**src/rtl/dual_alu_2to3_if.sv**
```systemverilog
`default_nettype none
// ============================================================================
// Module   : dual_alu_2to3_if
// Brief    : Pin-level bundle for the dual ALU: enable, operands, opcodes,
//            packed result and pad output-enable-bar.
// Revision : 1.0 - initial release
// ============================================================================
interface dual_alu_2to3_if #(
  parameter int WIDTH = 4
);
  logic                     en;
  logic [WIDTH-1:0]         a0;
  logic [WIDTH-1:0]         b0;
  logic [WIDTH-1:0]         a1;
  logic [WIDTH-1:0]         b1;
  logic [1:0]               alu_sel1;
  logic [1:0]               alu_sel2;
  logic [3*(WIDTH+1)-1:0]   result;
  logic [37:0]              io_oeb;

  modport master (
    output en, a0, b0, a1, b1, alu_sel1, alu_sel2,
    input  result, io_oeb
  );

  modport slave (
    input  en, a0, b0, a1, b1, alu_sel1, alu_sel2,
    output result, io_oeb
  );
endinterface
`default_nettype wire

```
**src/rtl/dual_alu_2to3.sv**
```systemverilog
`default_nettype none
// ============================================================================
// Module   : dual_alu_2to3
// Brief    : Two 4-bit ALU lanes plus a wrapping sum lane, registered output.
//            Optional input register stage enabled by DUAL_ALU_INREG_EN.
// Revision : 1.0 - initial release
// ============================================================================
module dual_alu_2to3 #(
  parameter int WIDTH = 4
) (
  input  wire logic          wb_clk_i,
  input  wire logic          wb_rst_i,
  dual_alu_2to3_if.slave     bus
);

  localparam int          c_RW       = WIDTH + 1;
  // Pads 17:4 and 0 are outputs (oeb=0); every other pad stays an input.
  localparam logic [37:0] c_IO_OEB   = 38'h3F_FFFC_000E;

  localparam logic [1:0]  c_OP_ADD   = 2'b00;
  localparam logic [1:0]  c_OP_SUB   = 2'b01;
  localparam logic [1:0]  c_OP_AND   = 2'b10;

  logic [WIDTH-1:0]  w_a0;
  logic [WIDTH-1:0]  w_b0;
  logic [WIDTH-1:0]  w_a1;
  logic [WIDTH-1:0]  w_b1;
  logic [1:0]        w_sel1;
  logic [1:0]        w_sel2;
  logic [c_RW-1:0]   w_r0;
  logic [c_RW-1:0]   w_r1;
  logic [c_RW-1:0]   w_r2;
  logic [3*c_RW-1:0] r_result;

  function automatic logic [c_RW-1:0] lane_alu(
    input logic [WIDTH-1:0] a,
    input logic [WIDTH-1:0] b,
    input logic [1:0]       sel
  );
    logic [c_RW-1:0] ea;
    logic [c_RW-1:0] eb;
    ea = {1'b0, a};
    eb = {1'b0, b};
    case (sel)
      c_OP_ADD: lane_alu = ea + eb;
      c_OP_SUB: lane_alu = ea - eb;
      c_OP_AND: lane_alu = ea & eb;
      default:  lane_alu = ea ^ eb;
    endcase
  endfunction

`ifdef DUAL_ALU_INREG_EN
  logic [WIDTH-1:0] r_a0;
  logic [WIDTH-1:0] r_b0;
  logic [WIDTH-1:0] r_a1;
  logic [WIDTH-1:0] r_b1;
  logic [1:0]       r_sel1;
  logic [1:0]       r_sel2;

  always_ff @(posedge wb_clk_i or posedge wb_rst_i) begin
    if (wb_rst_i) begin
      r_a0   <= '0;
      r_b0   <= '0;
      r_a1   <= '0;
      r_b1   <= '0;
      r_sel1 <= '0;
      r_sel2 <= '0;
    end else if (bus.en) begin
      r_a0   <= bus.a0;
      r_b0   <= bus.b0;
      r_a1   <= bus.a1;
      r_b1   <= bus.b1;
      r_sel1 <= bus.alu_sel1;
      r_sel2 <= bus.alu_sel2;
    end
  end

  assign w_a0   = r_a0;
  assign w_b0   = r_b0;
  assign w_a1   = r_a1;
  assign w_b1   = r_b1;
  assign w_sel1 = r_sel1;
  assign w_sel2 = r_sel2;
`else
  assign w_a0   = bus.a0;
  assign w_b0   = bus.b0;
  assign w_a1   = bus.a1;
  assign w_b1   = bus.b1;
  assign w_sel1 = bus.alu_sel1;
  assign w_sel2 = bus.alu_sel2;
`endif

  // The sum lane is fed from this cycle's lane values so all fields agree.
  assign w_r0 = lane_alu(w_a0, w_b0, w_sel1);
  assign w_r1 = lane_alu(w_a1, w_b1, w_sel2);
  assign w_r2 = w_r0 + w_r1;

  always_ff @(posedge wb_clk_i or posedge wb_rst_i) begin
    if (wb_rst_i) begin
      r_result <= '0;
    end else if (bus.en) begin
      r_result <= {w_r2, w_r1, w_r0};
    end
  end

  assign bus.result = r_result;
  assign bus.io_oeb = c_IO_OEB;

endmodule
`default_nettype wire

```
**src/flat_wrapper.sv**
```systemverilog
// flat-port wrapper written by rule: the top's interface ports become plain ports
module dual_alu_2to3_flat 
#(
  parameter int WIDTH = 4
)
  (wb_clk_i, wb_rst_i, bus_en, bus_a0, bus_b0, bus_a1, bus_b1, bus_alu_sel1, bus_alu_sel2, bus_result, bus_io_oeb);
  dual_alu_2to3_if #(.WIDTH(WIDTH)) bus_i ();
  input  wire logic wb_clk_i;
  input  wire logic wb_rst_i;
  input wire logic [$bits(bus_i.en)-1:0] bus_en;
  input wire logic [$bits(bus_i.a0)-1:0] bus_a0;
  input wire logic [$bits(bus_i.b0)-1:0] bus_b0;
  input wire logic [$bits(bus_i.a1)-1:0] bus_a1;
  input wire logic [$bits(bus_i.b1)-1:0] bus_b1;
  input wire logic [$bits(bus_i.alu_sel1)-1:0] bus_alu_sel1;
  input wire logic [$bits(bus_i.alu_sel2)-1:0] bus_alu_sel2;
  output wire logic [$bits(bus_i.result)-1:0] bus_result;
  output wire logic [$bits(bus_i.io_oeb)-1:0] bus_io_oeb;
  assign bus_i.en = bus_en;
  assign bus_i.a0 = bus_a0;
  assign bus_i.b0 = bus_b0;
  assign bus_i.a1 = bus_a1;
  assign bus_i.b1 = bus_b1;
  assign bus_i.alu_sel1 = bus_alu_sel1;
  assign bus_i.alu_sel2 = bus_alu_sel2;
  assign bus_result = bus_i.result;
  assign bus_io_oeb = bus_i.io_oeb;
  dual_alu_2to3 #(.WIDTH(WIDTH)) u_core (.wb_clk_i(wb_clk_i), .wb_rst_i(wb_rst_i), .bus(bus_i));
endmodule
```
**config.mk**
```make
export PLATFORM = sky130hd
export DESIGN_NAME = dual_alu_2to3_flat
export DESIGN_NICKNAME = d
export VERILOG_FILES = /design/src/rtl/dual_alu_2to3_if.sv /design/src/rtl/dual_alu_2to3.sv /design/src/flat_wrapper.sv
export SDC_FILE = /design/constraint.sdc
export NUM_CORES = 1
export LEC_CHECK = 0
export ABC_AREA = 0
export BUFFER_PORTS_ARGS = -buffer_cell sky130_fd_sc_hd__buf_2
export CORE_MARGIN = 2
export CORE_UTILIZATION = 27
export CTS_CLUSTER_DIAMETER = 50
export DETAILED_ROUTE_END_ITERATION = 10
export MAX_ROUTING_LAYER = met4
export SLEW_MARGIN = 20
export SYNTH_ARGS = -nofsm -noshare
export SYNTH_HDL_FRONTEND = slang
export SYNTH_SLANG_ARGS = --single-unit
export TNS_END_PERCENT = 20
```
**constraint.sdc**
```tcl
create_clock -name wb_clk_i -period 1.1 [get_ports wb_clk_i]
set_clock_uncertainty 0.2 [all_clocks]
set_input_delay 0.165 -clock wb_clk_i [delete_from_list [all_inputs] [get_ports wb_clk_i]]
set_output_delay 0.165 -clock wb_clk_i [all_outputs]
set_load 0.01 [all_outputs]
```
# Yosys cells after proc, flatten, opt, wreduce, memory -nomap -nowiden
# Cells that the tools add are included.
word_totals:
  ff_bits: 15
  input_bits: 23
  word_cells: 18
op_classes:
  add_sub_neg: 5
  eq_ne: 4
  mux: 2
  n_bitwise: 4
  reduce_logical: 2
ops:
  columns: ["operator", "count"]
  rows:
  - ["case mux 5 bit (3 select lines)", 2]
  - ["adder 4 x 4 -> 5 bit", 2]
  - ["subtractor 4 x 4 -> 5 bit", 2]
  - ["AND 4 bit", 2]
  - ["XOR 4 bit", 2]
  - ["adder 5 bit", 1]
  - ["== test 2 x 1 -> 1 bit, second input constant", 2]
  - ["== test 2 bit, second input constant", 2]
  - ["logical NOT 2 bit", 2]

# Longest topological paths before layout
# Gate-level depths: netlist (run 1).
logic_depth:
  ltp_word: 3
  ltp_mapped: 14

# Least setup slack after synthesis (run 1)
# OpenSTA, ideal clock, no wires.
synth_timing:
  path_kind: "input to register"
  startpoint: "input bus_alu_sel1[0]"
  endpoint: "register u_core.r_result[14] (netlist: u_core.bus.result[14])"
  t_arrival_ns: 2.794
  t_required_ns: 0.775
  setup_slack_ns: -2.019
  stages: 12
  path_buffers: 1
  path_cell_list: "clkbuf_1 -> nor2b_1 -> mux2i_1 -> ha_1 -> a21o_1 -> a21oi_1 -> xor2_1 -> o21ai_0 -> ha_1 -> a21oi_1 -> xnor3_1 -> mux2_4"
synth_between:
  elab_chain_cells: 3
  elab_cells_between_ends: 5
synth_rtl:
  columns: ["element", "line_no", "source"]
  rows:
  - ["start: declaration", "flat_wrapper.sv:15", "input wire logic [$bits(bus_i.alu_sel1)-1:0] bus_alu_sel1;"]
  - ["== test 2 bit, or another cell as far along", "dual_alu_2to3.sv:44", "case (sel)"]
  - ["case mux 5 bit (3 select lines) *", "dual_alu_2to3.sv:44", null]
  - ["net u_core.w_r0[3]", "dual_alu_2to3.sv:30", "logic [c_RW-1:0] w_r0;"]
  - ["adder 5 bit *", "dual_alu_2to3.sv:96", "assign w_r2 = w_r0 + w_r1;"]
  - ["end signal: assignment", "dual_alu_2to3.sv:102", "r_result <= {w_r2, w_r1, w_r0};"]
  - ["end: declaration", "dual_alu_2to3.sv:33", "logic [3*c_RW-1:0] r_result;"]
# The timed path passes the listed nets; every way through them passes the cells marked *.
# A chain may end at the register's enable or synchronous reset.

# Worst setup path after layout (run 1)
layout_timing:
  startpoint: "input bus_b1[1]"
  endpoint: "register u_core.r_result[14] (netlist: u_core.bus.result[14])"
layout_between:
  elab_chain_cells: 3
  elab_cells_between_ends: 6
layout_rtl:
  columns: ["element", "line_no", "source"]
  rows:
  - ["start: declaration", "flat_wrapper.sv:14", "input wire logic [$bits(bus_i.b1)-1:0] bus_b1;"]
  - ["subtractor 4 x 4 -> 5 bit / adder 4 x 4 -> 5 bit (equally long branches)", "dual_alu_2to3.sv:46, dual_alu_2to3.sv:45", null]
  - ["case mux 5 bit (3 select lines) *", "dual_alu_2to3.sv:44", null]
  - ["net u_core.w_r1[2]", "dual_alu_2to3.sv:31", "logic [c_RW-1:0] w_r1;"]
  - ["adder 5 bit *", "dual_alu_2to3.sv:96", null]
# Marked as above.

==> summary.md, run 1 <==
| Metric | Value |
|---|---|
| Status | `finished, violations left` |
| Failing checks | `negative setup slack` |
| Critical Path AT | `2.45 ns` |
| Crit path largest cell delay | `0.36 ns` |
| Placed Cells | `314` |
| Yosys cell types | `25` |
| Max clock buf depth | `2` |
| Critical path endpoint category | `flop` |
| Pleak | `0.00127 uW` |
| Critical path endpoint | `u_core.bus.result[14]` |
| Largest net degree at the start of global routing | `16` |
| Antenna violations before repair | `0` |
| Syn avg cell area | `9.34 um^2` |
| Startpoint types | `primary input` |
| Hold WC Path Type | `in -> reg` |
| Layout area overhead | `44.1%` |
| Die height | `83.6 um` |
| Share of post-route cells with drive strength above 1 | `53.6%` |
| Place WS | `-1.83 ns` |
| Core area | `6030 um^2` |
| Max reg flops | `15` |
| Cell count along the critical path | `15` |
| Die width | `83.6 um` |
| Number of flops mapped to enable cells by yosys | `0` |
| DP Area | `2070 um^2` |
| Minimum clock period after layout | `2.51 ns` |
| Setup TNS Final | `-11.82 ns` |
| DR WL/cell | `11.4 um` |
| Routed vias | `1325` |
| Async SR Flop Fraction | `100%` |
| Post-Synthesis Cells | `183` |
| Clk slew on worst S/H paths | `0.07 ns` |
| RSZ-0062 raised after global routing | `true` |
| Worst r2r src | `u_core.bus.result[7]` |
| Clk sinks | `15` |
| RR Endpoint | `u_core.bus.result[7]` |
| DRT iter0 DRCs | `24` |
| Worst vdd ir | `745 uV` |
| Period utilisation layout | `228%` |
| Post-DP HPWL | `2740 um` |
| Crit-path slowest cell | `fa_2` |
| Register area | `375 um^2` |
| Slew Viols, Final | `0` |
| Final WL | `3700 um` |
| Post-synthesis sequential area ratio | `22.0%` |
| CP most frequent cell | `a21oi_2` |
| First-pass DRT Iterations | `2` |
| CP Cell Sequence | `buf_8, inv_6, ha_4, nand2_4, o21ai_4, fa_2, buf_4, nand2b_4, a21oi_2, a21oi_2, ha_1, a21o_1, a21oi_2, xnor3_1, mux2_4` |
| Total gr overflow | `0` |
| Fmax | `0.398 GHz` |
| Post-route cell area | `2460 um^2` |
| Reg2Reg Setup Slack | `0.11 ns` |
| CTS tree | `done` |
| First-pass GRT wire length | `5670 um` |
| Fill count | `577` |
| Syn. warnings | `0` |
| Post-DRT Antenna Nets | `0` |
| Commonest non-fill, non-tap cells in the layout | `conb_1, buf_4, buf_2` |
| Critical path fanouts, max | `2` |
| Commonest non-fill, non-tap cell in the layout | `conb_1` |
| Delay-heaviest family, CP | `adder cells` |
| Worst path required time | `1.04 ns` |
| I/O Pins | `76` |
| Row cnt | `28` |
| Post-synth top flop | `dfrtp_1` |
| Post-synth design cell area | `1710 um^2` |
| Initial Util | `28.4%` |
| Reg2reg path depth | `1` |
| Num CTS Buffers | `3` |
| Setup ws final | `-1.41 ns` |
| DR DRC count | `0` |
| Final setup fails | `28` |
| Max-cap violation count | `0` |
| Fin cells | `325` |
| CP Launch Point | `bus_b1[1]` |
| P per Cell Area | `1230 nW/um^2` |
| H-tree depth | `1` |
| Clk root buf | `clkbuf_8` |
| Diode count | `0` |
| Routability cong. | `0.789` |
| Buf/Inv on CP | `3` |
| Yosys reg bits | `15` |
| Net count of the finished layout | `299` |
| Avg Vias per Cell | `4.08` |
| Total GRT Usage | `10.0%` |
| Clk_lat worst skew | `0.24 ns` |
| Die area | `6980 um^2` |
| Footprint of the multi-input gates | `1340 um^2` |
| Vias in the first global route | `1275` |
| Worst setup path class | `in -> reg` |
| Final hold vios | `0` |
| Port bufs | `37` |
power breakdown:
part           internal (uW)  switching, uW  leakage [uW]
registers                716           95.9      0.000179
logic                    947            793       0.00107
clock network            255            210     0.0000217
total                   1920           1100       0.00127
worst min-delay path by stage:
stage / startpoint / end / slack [ns] / cells past startpoint
after global routing: bus_en / u_core.bus.result[11] / 0.12 / 3
after detailed placement: wb_rst_i / u_core.bus.result[11] / -0.01 / 3
after CTS: bus_en / u_core.bus.result[11] / 0.08 / 3
final: bus_en / u_core.bus.result[11] / 0.1 / 3
after global placement: wb_rst_i / u_core.bus.result[0] / -0.003 / 3
after floorplan: wb_rst_i / u_core.bus.result[0] / -0.13 / 1
timing repair:
| action | in CTS | in global routing |
|---|---|---|
| resized for setup | 25 | 37 |
| hold endpoints to repair | 15 | 0 |
| endpoints found under the setup margin | 29 | 30 |
| hold buffers | 1 | 0 |
| setup buffers | 3 | 4 |
| pin swaps | 19 | 21 |
logic make-up after synthesis:
kind of cell | Yosys count | synth area share (%)
buf+inv | 60 | 21.8
other cells | 2 | 0.439
xor+xnor | 12 | 6.95
flops | 15 | 22.0
mux | 23 | 14.9
compound gates | 23 | 8.05
simple gates | 23 | 6.30
fa+ha+maj | 25 | 19.6
Yosys cell counts, types with 2 or more instances:
| cell type | n | area share (%) |
|---|---|---|
| fa_1 | 3 | 3.5 |
| o21ai_0 | 3 | 0.88 |
| mux2_2 | 15 | 9.9 |
| a21oi_1 | 12 | 3.5 |
| buf_4 | 39 | 17 |
| xnor2_1 | 6 | 3.1 |
| nor2_1 | 11 | 2.4 |
| a21oi_2 | 2 | 1.0 |
| dfrtp_1 | 15 | 22 |
| inv_1 | 16 | 3.5 |
| ha_1 | 22 | 16 |
| xor2_1 | 5 | 2.6 |
| nand2b_1 | 5 | 1.8 |
| clkbuf_1 | 4 | 0.88 |
| mux2i_1 | 7 | 4.1 |
| nor2b_1 | 2 | 0.73 |
| nand2_1 | 3 | 0.66 |
| conb_1 | 2 | 0.44 |
| a21o_1 | 5 | 2.2 |
area by class of cell:
cell class / count / area share, %
clock buffers: 3 / 1.68
clock inverters: 1 / 0.305
inverters: 16 / 2.95
multi-input cells: 144 / 54.5
flip-flops and latches: 15 / 15.2
well taps: 75 / 3.81
repair buffers: 71 / 21.5
routing by layer:
layer / part of all wire (%) / global-route usage (%) / up-vias / wire [um]
li1: - / - / 656 / -
met2: 53 / 17.6 / 38 / 1970
met3: 4.0 / 2.27 / 0 / 147
met4: 0 / 1.61 / 0 / 0
met1: 43 / 11.9 / 631 / 1580
met5: 0 / - / - / 0
per-stage QoR:
stage | total power, uW | util, % | hold slack [ns]
after floorplan | 1790 | - | -0.134
after global placement | 2160 | 34.3 | -0.00322
after detailed placement | 2190 | 34.3 | -0.0107
after CTS | 2840 | 37.7 | 0.0849
after global routing | 3240 | 40.9 | 0.116
final | 3020 | 40.9 | 0.0971
No activity file was read; power rests on OpenSTA's default activity.
==> run 2: changes to the inputs <==
Settings changed: MAX_ROUTING_LAYER met4 to default.
==> run 2 against run 1 <==
Compared with the run above: the run still ends with negative setup slack left; power grew 0.30%; global-route usage shrank 0.25 points; combinational power is essentially flat; design area grew 0.25%; critical endpoint unchanged; critical path depth is the same.
==> summary.md, run 2 (synthesis gave the netlist of run 1 again) <==
| Metric | Value |
|---|---|
| Crit path largest cell delay | `0.36 ns (about the same)` |
| Core area | `6030 um^2 (unchanged)` |
| Post-DRT Antenna Nets | `0 (unchanged)` |
| Buf/Inv on CP | `3 (unchanged)` |
| Commonest non-fill, non-tap cells in the layout | `conb_1, buf_4, buf_2` |
| First-pass DRT Iterations | `2 (unchanged)` |
| Slew Viols, Final | `0 (unchanged)` |
| Clk_lat worst skew | `0.24 ns (about the same)` |
| P per Cell Area | `1230 nW/um^2 (about the same)` |
| Cell count along the critical path | `15 (unchanged)` |
| Post-DP HPWL | `2740 um (unchanged)` |
| Routability cong. | `0.779 (-1.4%)` |
| CP Cell Sequence | `buf_8, inv_6, ha_4, nand2_4, o21ai_4, fa_2, buf_4, nand2b_4, a21oi_2, a21oi_2, ha_1, a21o_1, a21oi_2, xnor3_1, mux2_4` |
| Worst r2r src | `u_core.bus.result[7]` |
| Pleak | `0.00127 uW (+0.14%)` |
| Avg Vias per Cell | `4.07 (-0.23%)` |
| Clk root buf | `clkbuf_8` |
| Failing checks | `negative setup slack` |
| Startpoint types | `primary input` |
| RSZ-0062 raised after global routing | `true` |
| RR Endpoint | `u_core.bus.result[7]` |
| Max clock buf depth | `2 (unchanged)` |
| Crit-path slowest cell | `fa_2` |
| Net count of the finished layout | `299 (unchanged)` |
| Routed vias | `1322 (-0.23%)` |
| Hold WC Path Type | `in -> reg` |
| Share of post-route cells with drive strength above 1 | `53.6% (unchanged)` |
| Minimum clock period after layout | `2.51 ns (+0.00227 ns)` |
| Die height | `83.6 um (unchanged)` |
| Diode count | `0 (unchanged)` |
| Setup ws final | `-1.41 ns (-0.00227 ns)` |
| Max-cap violation count | `0 (unchanged)` |
| Die width | `83.6 um (unchanged)` |
| Total gr overflow | `0 (unchanged)` |
| Row cnt | `28 (unchanged)` |
| Reg2Reg Setup Slack | `0.11 ns (about the same)` |
| Final hold vios | `0 (unchanged)` |
| Post-route cell area | `2470 um^2 (+0.25%)` |
| Antenna violations before repair | `0 (unchanged)` |
| CTS tree | `done` |
| Hold_sp | `bus_en` |
| Place WS | `-1.83 ns (unchanged)` |
| CP most frequent cell | `a21oi_2` |
| Critical Path AT | `2.45 ns (about the same)` |
| Critical path endpoint category | `flop` |
| Largest net degree at the start of global routing | `16 (unchanged)` |
| DR DRC count | `0 (unchanged)` |
| Hold_ws | `0.0968 ns (-0.000393 ns)` |
| Layout area overhead | `44.4%` |
| DRT iter0 DRCs | `24 (unchanged)` |
| Period utilisation layout | `228% (about the same)` |
| Status | `finished, violations left` |
| I/O Pins | `76 (unchanged)` |
| Worst setup path class | `in -> reg` |
| Num CTS Buffers | `3 (unchanged)` |
| Final WL | `3700 um (about the same)` |
| Fmax | `0.398 GHz (about the same)` |
| DP Area | `2070 um^2 (unchanged)` |
| Critical path endpoint | `u_core.bus.result[14]` |
| Initial Util | `28.4% (unchanged)` |
| CP Launch Point | `bus_b1[1]` |
| Total GRT Usage | `9.78% (-0.25 points)` |
| Critical path fanouts, max | `2 (unchanged)` |
| Final setup fails | `28 (unchanged)` |
| DR WL/cell | `11.4 um (about the same)` |
| Delay-heaviest family, CP | `adder cells` |
| Clk slew on worst S/H paths | `0.07 ns (about the same)` |
| Reg2reg path depth | `1 (unchanged)` |
| Max reg flops | `15 (unchanged)` |
| Setup TNS Final | `-11.80 ns (+0.0177 ns)` |
| Die area | `6980 um^2 (unchanged)` |
| H-tree depth | `1 (unchanged)` |
| Vias in the first global route | `1268 (-0.55%)` |
| Port bufs | `37 (unchanged)` |
| First-pass GRT wire length | `5690 um (+0.25%)` |
| Worst path required time | `1.04 ns (about the same)` |
| Commonest non-fill, non-tap cell in the layout | `conb_1` |
| Clk sinks | `15 (unchanged)` |
| Worst vdd ir | `743 uV (-0.24%)` |
==> run 2: stage by stage <==
stage / power, uW / instances / util [%]
3_5_place_dp: 2190 / 314 / 34.3
5_1_grt: 3260 / 325 / 41.0
3_3_place_gp: 2160 / 314 / 34.3
6_report: 3030 / 325 / 41.0
4_1_cts: 2840 / 322 / 37.7
2_1_floorplan: 1790 / 219 / -
==> run 2: metal layers <==
layer	part of all wire (%)	routed length, um	vias to the layer above	global-route usage [%]
met3	4.6	172	0	2.47
li1	-	-	656	-
met5	0	0	-	0
met4	0	0	0	1.61
met1	42	1560	628	11.9
met2	53	1970	38	17.6
==> run 2: what timing repair did <==
action | CTS | global route
gates resized for setup | 25 | 38
setup buffers | 3 | 4
hold buffers | 1 | 0
endpoints found under the hold margin | 15 | 0
pin swaps | 19 | 21
endpoints found under the setup margin | 29 | 30
==> run 2: power by group <==
group | total, uW | switching [uW] | leakage, uW | internal, uW
Sequential | 812 | 95.8 | 0.000179 | 716
Clock | 464 | 209 | 0.0000217 | 255
Combinational | 1750 | 791 | 0.00107 | 958
==> run 2: how the worst min path moves through the flow <==
| stage | depth (start not counted) | slack (ns) | endpoint |
|---|---|---|---|
| final | 3 | 0.1 | u_core.bus.result[11] |
| after global routing | 3 | 0.12 | u_core.bus.result[11] |
| after CTS | 3 | 0.08 | u_core.bus.result[11] |
| after detailed placement | 3 | -0.01 | u_core.bus.result[11] |
| after global placement | 3 | -0.003 | u_core.bus.result[0] |
| after floorplan | 1 | -0.13 | u_core.bus.result[0] |
==> run 2: final cells by class <==
class | instances | area [um^2]
Clock inverter | 1 | 7.51
Inverter | 16 | 72.6
Timing Repair Buffer | 71 | 537
Fill cell | 576 | 3560
Multi-Input combinational cell | 144 | 1340
Clock buffer | 3 | 41.3
Sequential cell | 15 | 375
Tap cell | 75 | 93.8
==> run 2: tightest hold or removal path: stages <==
cell and delay [ns]:
buf_2 0.10, buf_12 0.15, mux2i_1 0.08
